$ cat src/rtl/spi_ram_ctrl.sv
// spi_ram_ctrl: command-driven word RAM behind the SPI slave front end.
// Decodes (DATA_W+2)-bit command words into write-pointer load, write,
// read-pointer load and read-request operations. Read data is returned
// to the serialiser over a valid/ready handshake.
//
// Optional feature macro: SPI_RAM_AUTO_INC_EN
//   defined   -> wr_ptr/rd_ptr post-increment (wrapping at MEM_DEPTH-1)
//                after each accepted write / read request
//   undefined -> pointers change only through pointer-load commands
//
// Ports:
//   clk       system clock, rising edge
//   rst_n     synchronous active-low reset
//   din       command word: opcode din[DATA_W+1:DATA_W], payload din[DATA_W-1:0]
//   rx_valid  din valid this cycle
//   tx_ready  serialiser accepts dout this cycle
//   dout      registered read data
//   tx_valid  dout valid, held until accepted
//   addr_err  sticky: out-of-range pointer load seen
//   rd_drop   sticky: read request dropped while a read was pending
module spi_ram_ctrl #(
  parameter int unsigned DATA_W    = 8,
  parameter int unsigned MEM_DEPTH = 256,
  parameter int unsigned ADDR_W    = 8
) (
  input  logic              clk,
  input  logic              rst_n,
  input  logic [DATA_W+1:0] din,
  input  logic              rx_valid,
  input  logic              tx_ready,
  output logic [DATA_W-1:0] dout,
  output logic              tx_valid,
  output logic              addr_err,
  output logic              rd_drop
);

  localparam int unsigned EXT_W = (DATA_W > ADDR_W) ? DATA_W : ADDR_W;
  localparam int unsigned CMP_W = EXT_W + 1;
  localparam int unsigned IDX_W = (MEM_DEPTH > 1) ? $clog2(MEM_DEPTH) : 1;

  localparam logic [1:0] OP_WR_PTR = 2'b00;
  localparam logic [1:0] OP_WRITE  = 2'b01;
  localparam logic [1:0] OP_RD_PTR = 2'b10;
  localparam logic [1:0] OP_READ   = 2'b11;

  localparam logic [0:0] S_IDLE = 1'b0;
  localparam logic [0:0] S_HOLD = 1'b1;

`ifdef SPI_RAM_AUTO_INC_EN
  localparam logic [ADDR_W-1:0] LAST_ADDR = ADDR_W'(MEM_DEPTH - 1);

  // Pointer post-increment with wrap at the top of the array
  function automatic logic [ADDR_W-1:0] f_inc(input logic [ADDR_W-1:0] p);
    return (p == LAST_ADDR) ? '0 : ADDR_W'(p + 1'b1);
  endfunction
`endif

  logic [DATA_W-1:0] r_mem [MEM_DEPTH];
  logic [0:0]        r_state;
  logic [0:0]        w_next_state;
  logic [ADDR_W-1:0] r_wr_ptr;
  logic [ADDR_W-1:0] r_rd_ptr;
  logic [DATA_W-1:0] r_dout;
  logic              r_tx_valid;
  logic              r_addr_err;
  logic              r_rd_drop;

  logic [1:0]        w_op;
  logic [DATA_W-1:0] w_payload;
  logic [EXT_W-1:0]  w_payload_ext;
  logic [ADDR_W-1:0] w_addr_val;
  logic              w_addr_ok;
  logic              w_wr_ptr_ld;
  logic              w_rd_ptr_ld;
  logic              w_addr_bad;
  logic              w_wr_en;
  logic              w_is_read;
  logic              w_rd_accept;
  logic              w_rd_drop;

  // Command decode; payload is widened so any bit above ADDR_W fails the range test
  assign w_op          = din[DATA_W+1:DATA_W];
  assign w_payload     = din[DATA_W-1:0];
  assign w_payload_ext = EXT_W'(w_payload);
  assign w_addr_val    = ADDR_W'(w_payload_ext);
  assign w_addr_ok     = ({1'b0, w_payload_ext} < CMP_W'(MEM_DEPTH));

  assign w_wr_ptr_ld = rx_valid && (w_op == OP_WR_PTR) && w_addr_ok;
  assign w_rd_ptr_ld = rx_valid && (w_op == OP_RD_PTR) && w_addr_ok;
  assign w_addr_bad  = rx_valid && ((w_op == OP_WR_PTR) || (w_op == OP_RD_PTR)) && !w_addr_ok;
  assign w_wr_en     = rx_valid && (w_op == OP_WRITE);
  assign w_is_read   = rx_valid && (w_op == OP_READ);

  // Read FSM state register
  always_ff @(posedge clk) begin
    if (!rst_n) begin
      r_state <= S_IDLE;
    end else begin
      r_state <= w_next_state;
    end
  end

  // Read FSM next state; a new request in HOLD is only taken when the
  // pending word leaves on the same edge, otherwise it is dropped
  always_comb begin
    w_next_state = r_state;
    w_rd_accept  = 1'b0;
    w_rd_drop    = 1'b0;
    case (r_state)
      S_IDLE: begin
        if (w_is_read) begin
          w_rd_accept  = 1'b1;
          w_next_state = S_HOLD;
        end
      end
      S_HOLD: begin
        if (w_is_read) begin
          if (tx_ready) begin
            w_rd_accept = 1'b1;
          end else begin
            w_rd_drop = 1'b1;
          end
        end else if (tx_ready) begin
          w_next_state = S_IDLE;
        end
      end
      default: w_next_state = S_IDLE;
    endcase
  end

  // Pointers, read data and sticky flags
  always_ff @(posedge clk) begin
    if (!rst_n) begin
      r_wr_ptr   <= '0;
      r_rd_ptr   <= '0;
      r_dout     <= '0;
      r_tx_valid <= 1'b0;
      r_addr_err <= 1'b0;
      r_rd_drop  <= 1'b0;
    end else begin
      r_tx_valid <= (w_next_state == S_HOLD);
      if (w_rd_accept) r_dout <= r_mem[IDX_W'(r_rd_ptr)];
      if (w_addr_bad)  r_addr_err <= 1'b1;
      if (w_rd_drop)   r_rd_drop <= 1'b1;
      if (w_wr_ptr_ld) r_wr_ptr <= w_addr_val;
`ifdef SPI_RAM_AUTO_INC_EN
      else if (w_wr_en) r_wr_ptr <= f_inc(r_wr_ptr);
`endif
      if (w_rd_ptr_ld) r_rd_ptr <= w_addr_val;
`ifdef SPI_RAM_AUTO_INC_EN
      else if (w_rd_accept) r_rd_ptr <= f_inc(r_rd_ptr);
`endif
    end
  end

  // Storage array, intentionally not reset
  always_ff @(posedge clk) begin
    if (rst_n && w_wr_en) begin
      r_mem[IDX_W'(r_wr_ptr)] <= w_payload;
    end
  end

  assign dout     = r_dout;
  assign tx_valid = r_tx_valid;
  assign addr_err = r_addr_err;
  assign rd_drop  = r_rd_drop;

endmodule
$ cat config.mk
export PLATFORM = sky130hd
export DESIGN_NAME = spi_ram_ctrl
export DESIGN_NICKNAME = d
export VERILOG_FILES = /design/src/rtl/spi_ram_ctrl.sv
export SDC_FILE = /design/constraint.sdc
export NUM_CORES = 2
export LEC_CHECK = 0
export BUFFER_PORTS_ARGS = -buffer_cell sky130_fd_sc_hd__buf_2
export CAP_MARGIN = 15
export CORE_MARGIN = 3
export CORE_UTILIZATION = 50
export CTS_CLUSTER_DIAMETER = 40
export CTS_CLUSTER_SIZE = 12
export DETAILED_ROUTE_END_ITERATION = 10
export GPL_ROUTABILITY_DRIVEN = 1
export MAX_ROUTING_LAYER = met4
export PLACE_DENSITY = 0.65
export SYNTH_ARGS = -nofsm -noshare
export SYNTH_HDL_FRONTEND = slang
export SYNTH_SLANG_ARGS = --single-unit
$ cat constraint.sdc
create_clock -name clk -period 3.1 [get_ports clk]
set_input_delay 0.31 -clock clk [delete_from_list [all_inputs] [get_ports clk]]
set_output_delay 0.31 -clock clk [all_outputs]
set_load 0.01 [all_outputs]
==> results_dict.tcl <==
set metrics [dict create \
    path_clk_slew_ns 0.06 \
    grtUsageTotal_pct 26.4 \
    die_w_um 408 \
    avgViaCountPerCell 6.18 \
    cp_common_cell "buf_4" \
    critPathRequiredTime_ns 3.89 \
    cp_slowest_cell "dfxtp_2" \
    worstSetupPathType "reg2reg" \
    yosys_most_used_dff "edfxtp_1" \
    p_total_uw 60300 \
    dp_hpwl_mm 138 \
    core_area_um2 159000 \
    grt_max_degree 107 \
    wl_mm 213 \
    worst_pin_slew_ns 0.927 \
    setup_viol 0 \
    htreeDepth 4 \
    dp_cells 6576 \
    gp_congestion 0.925 \
    synth_area_leaders "edfxtp_1 (76%), mux4_2 (9.9%), mux2i_1 (4.2%)" \
    slew_headroom_pct 38.0 \
    ys_seq_area_share_pct 76.8 \
    die_h_um 408 \
    ant_nets 0 \
    rr_startpoint "r_rd_ptr[2]$_SDFFE_PN0P_" \
    start_kind "register" \
    stdcell_area_um2 95600 \
    vias 43300 \
    synth.ff_latch_count 2074 \
    p_leak_uw 0.0301 \
    syn_inst 4043 \
    ir_drop_uv 612 \
    clockBufferDepth 3 \
    yosysUniqueCellTypes 65 \
    cp_max_fo 13 \
    cp_num_buf_inv 3 \
    drt-pass1-iter-count 6 \
    rows 146 \
    status "finished clean" \
    r2r_slack_ns 0.01 \
    fin_util_pct 60.0 \
    synth_mux_area_share_pct 14.4 \
    synthAdderAreaFrac_pct 0 \
    syn_avg_cell_area_um2 20.0 \
    finClkSkew_ns 0.0757 \
    post-synth-top-area-fraction_pct 76.2 \
    dr.first_iter.drc_count 6248 \
    synth_area_um2 80700 \
    crit_chain "buf_4, nand2_2, buf_4, buf_4, o221ai_1, o22ai_1, a22o_1, or4_1, a211oi_4, a211o_1" \
    whs_path_depth 1 \
    synth_compound_area_share_pct 3.60 \
    cts_inserted_buffers 236 \
    r2r-end "dout[7]$_SDFFE_PN0P_" \
    crit_family "compound AO/OA/AOI/OAI gates" \
    endpoint_kind "register" \
    max_freq_mhz 324 \
    fin_hold_ws_ns 0.0537 \
    yosysTopAreaCell "edfxtp_1" \
    ff2ff_path_depth 10 \
    min_path_type "in2reg" \
    hold_violations 0 \
    remaining_drc_errors 0 \
    cts-root-buf "clkbuf_16" \
    nets 4697 \
    crit_arrival_ns 3.87 \
    synth_edf_count 2048 \
    instances_no_fill 7006 \
    holdPathEnd "r_mem[17][2]$_DFFE_PP_" \
    grt_pass1_wl_mm 309 \
    first_global_vias 43000 \
    ios 25 \
    antenna_found_initial 11 \
    insertion_delay_ns 0.87 \
    min_period_over_period_pct 99.6 \
    power.density_nw_per_um2 630 \
    period_needed_ns 3.09 \
    synth-simple-area-share_pct 3.27 \
    areaGrowthSynthToFinish_pct 18.5 \
    overflow 0 \
    start_util_pct 50.7 \
    synthXorXnorAreaFrac_pct 0 \
    clock_sinks 2074 \
    rsz0062_at_grt "yes" \
    async_flop_share_pct 0 \
    drv_cap 0 \
    synth_top_family_by_area "multiplexers" \
    wl_per_cell_um 30.5 \
    synth_fp_nets 4057 \
    final_layout_size_suffix_gt1_share_pct 28.3 \
    tritoncts "done" \
    holdCritStartpoint "din[2]" \
    numPortBuffers 23 \
    ys_warn_count 0 \
    cp_slowest_stage_delay_ns 0.47 \
    placed_cell_area_um2 87600 \
    die_area_um2 166000 \
    maxSlewViolCount 0 \
]
==> flip-flops by register name, indices dropped and copies added (netlist names) <==
signal,flops
rd_drop,1
r_rd_ptr,8
tx_valid,1
r_mem,2048
r_wr_ptr,8
dout,8
==> how the worst max path moves through the flow <==
stage	start	end	slack (ns)	cells after the start
final	r_rd_ptr[2]$_SDFFE_PN0P_	dout[7]$_SDFFE_PN0P_	0.01	10
after global routing	r_rd_ptr[2]$_SDFFE_PN0P_	dout[7]$_SDFFE_PN0P_	-0.0009	9
after CTS	r_rd_ptr[0]$_SDFFE_PN0P_	dout[3]$_SDFFE_PN0P_	0.01	8
after detailed placement	r_rd_ptr[0]$_SDFFE_PN0P_	dout[2]$_SDFFE_PN0P_	-0.50	11
after global placement	r_rd_ptr[0]$_SDFFE_PN0P_	dout[2]$_SDFFE_PN0P_	-0.50	11
after floorplan	r_rd_ptr[0]$_SDFFE_PN0P_	dout[2]$_SDFFE_PN0P_	0.76	10
==> cell usage after synthesis, drive strengths merged (4+ instances only) <==
cell type  count
a31oi         11
nand2         94
and2           4
o221ai        34
inv            6
buf          139
dfxtp         26
a32oi          6
clkbuf       104
nor3          42
nand3         44
mux4         361
edfxtp      2048
nand4         22
nor2         313
a22oi         81
a21oi         27
nor4          22
nand3b         4
o22ai        130
o21ai         32
a221o          4
a211oi        51
a2111oi       10
mux2i        342
mux2           5
a211o          7
nor2b         28
==> report_power, final <==
group	leakage [uW]	switching, uW	internal (uW)	total (uW)
clock network	0.00373	11200	16100	27300
registers	0.0186	34.6	30800	30800
logic	0.00772	1340	727	2070
==> cell type report <==
cell class / instances / area [um^2]
Clock inverter: 134 / 1640
Multi-Input combinational cell: 1720 / 17300
Clock buffer: 276 / 6110
Sequential cell: 2074 / 62000
Antenna cell: 5 / 12.5
Inverter: 6 / 25.0
Timing Repair Buffer: 645 / 5810
Tap cell: 2146 / 2690
Fill cell: 11500 / 63700
==> repair_timing <==
| item | CTS | global route |
|---|---|---|
| endpoints found under the setup margin | 6 | 7 |
| gates resized for setup | 6 | 2 |
| endpoints found under the hold margin | 92 | 0 |
| hold buffers | 7 | 0 |
| buffers inserted | 5 | 3 |
==> cell families (layout without fill, tap and decap cells) <==
| group | count (synthesis) | in the layout |
|---|---|---|
| AOI/OAI and AO/OA | 416 | 416 |
| and+or+nand+nor | 595 | 595 |
| DFF | 2074 | 2074 |
| buffers and inverters | 249 | 1061 |
| other | 1 | 6 |
| muxes | 708 | 708 |
==> layer usage <==
layer,share of wire (%),vias to the layer above,global-route usage (%),wire length [um]
li1,-,18000,-,-
met3,9.6,358,5.59,20500
met1,40,22700,36.9,86100
met4,3.0,0,7.89,6310
met2,47,2211,39.7,100000
met5,0,-,-,0
==> layout by cell type, fill, tap and decap left out, types with 49 or more instances in the layout <==
master / count
edfxtp_1: 2048
buf_4: 540
mux4_2: 355
mux2i_1: 342
nor2_1: 309
clkbuf_16: 237
o22ai_1: 129
nand2_1: 92
a22oi_1: 81
buf_12: 74
a211oi_1: 49
==> metrics by stage <==
stage | worst slack [ns] | setup TNS (ns)
floorplan | 0.755 | 0
global placement | -0.498 | -1.21
detailed placement | -0.499 | -1.19
CTS | 0.0114 | 0
global route | -0.000901 | -0.000901
finish | 0.0121 | 0
Note: power is estimated with default switching activity, not from simulation.
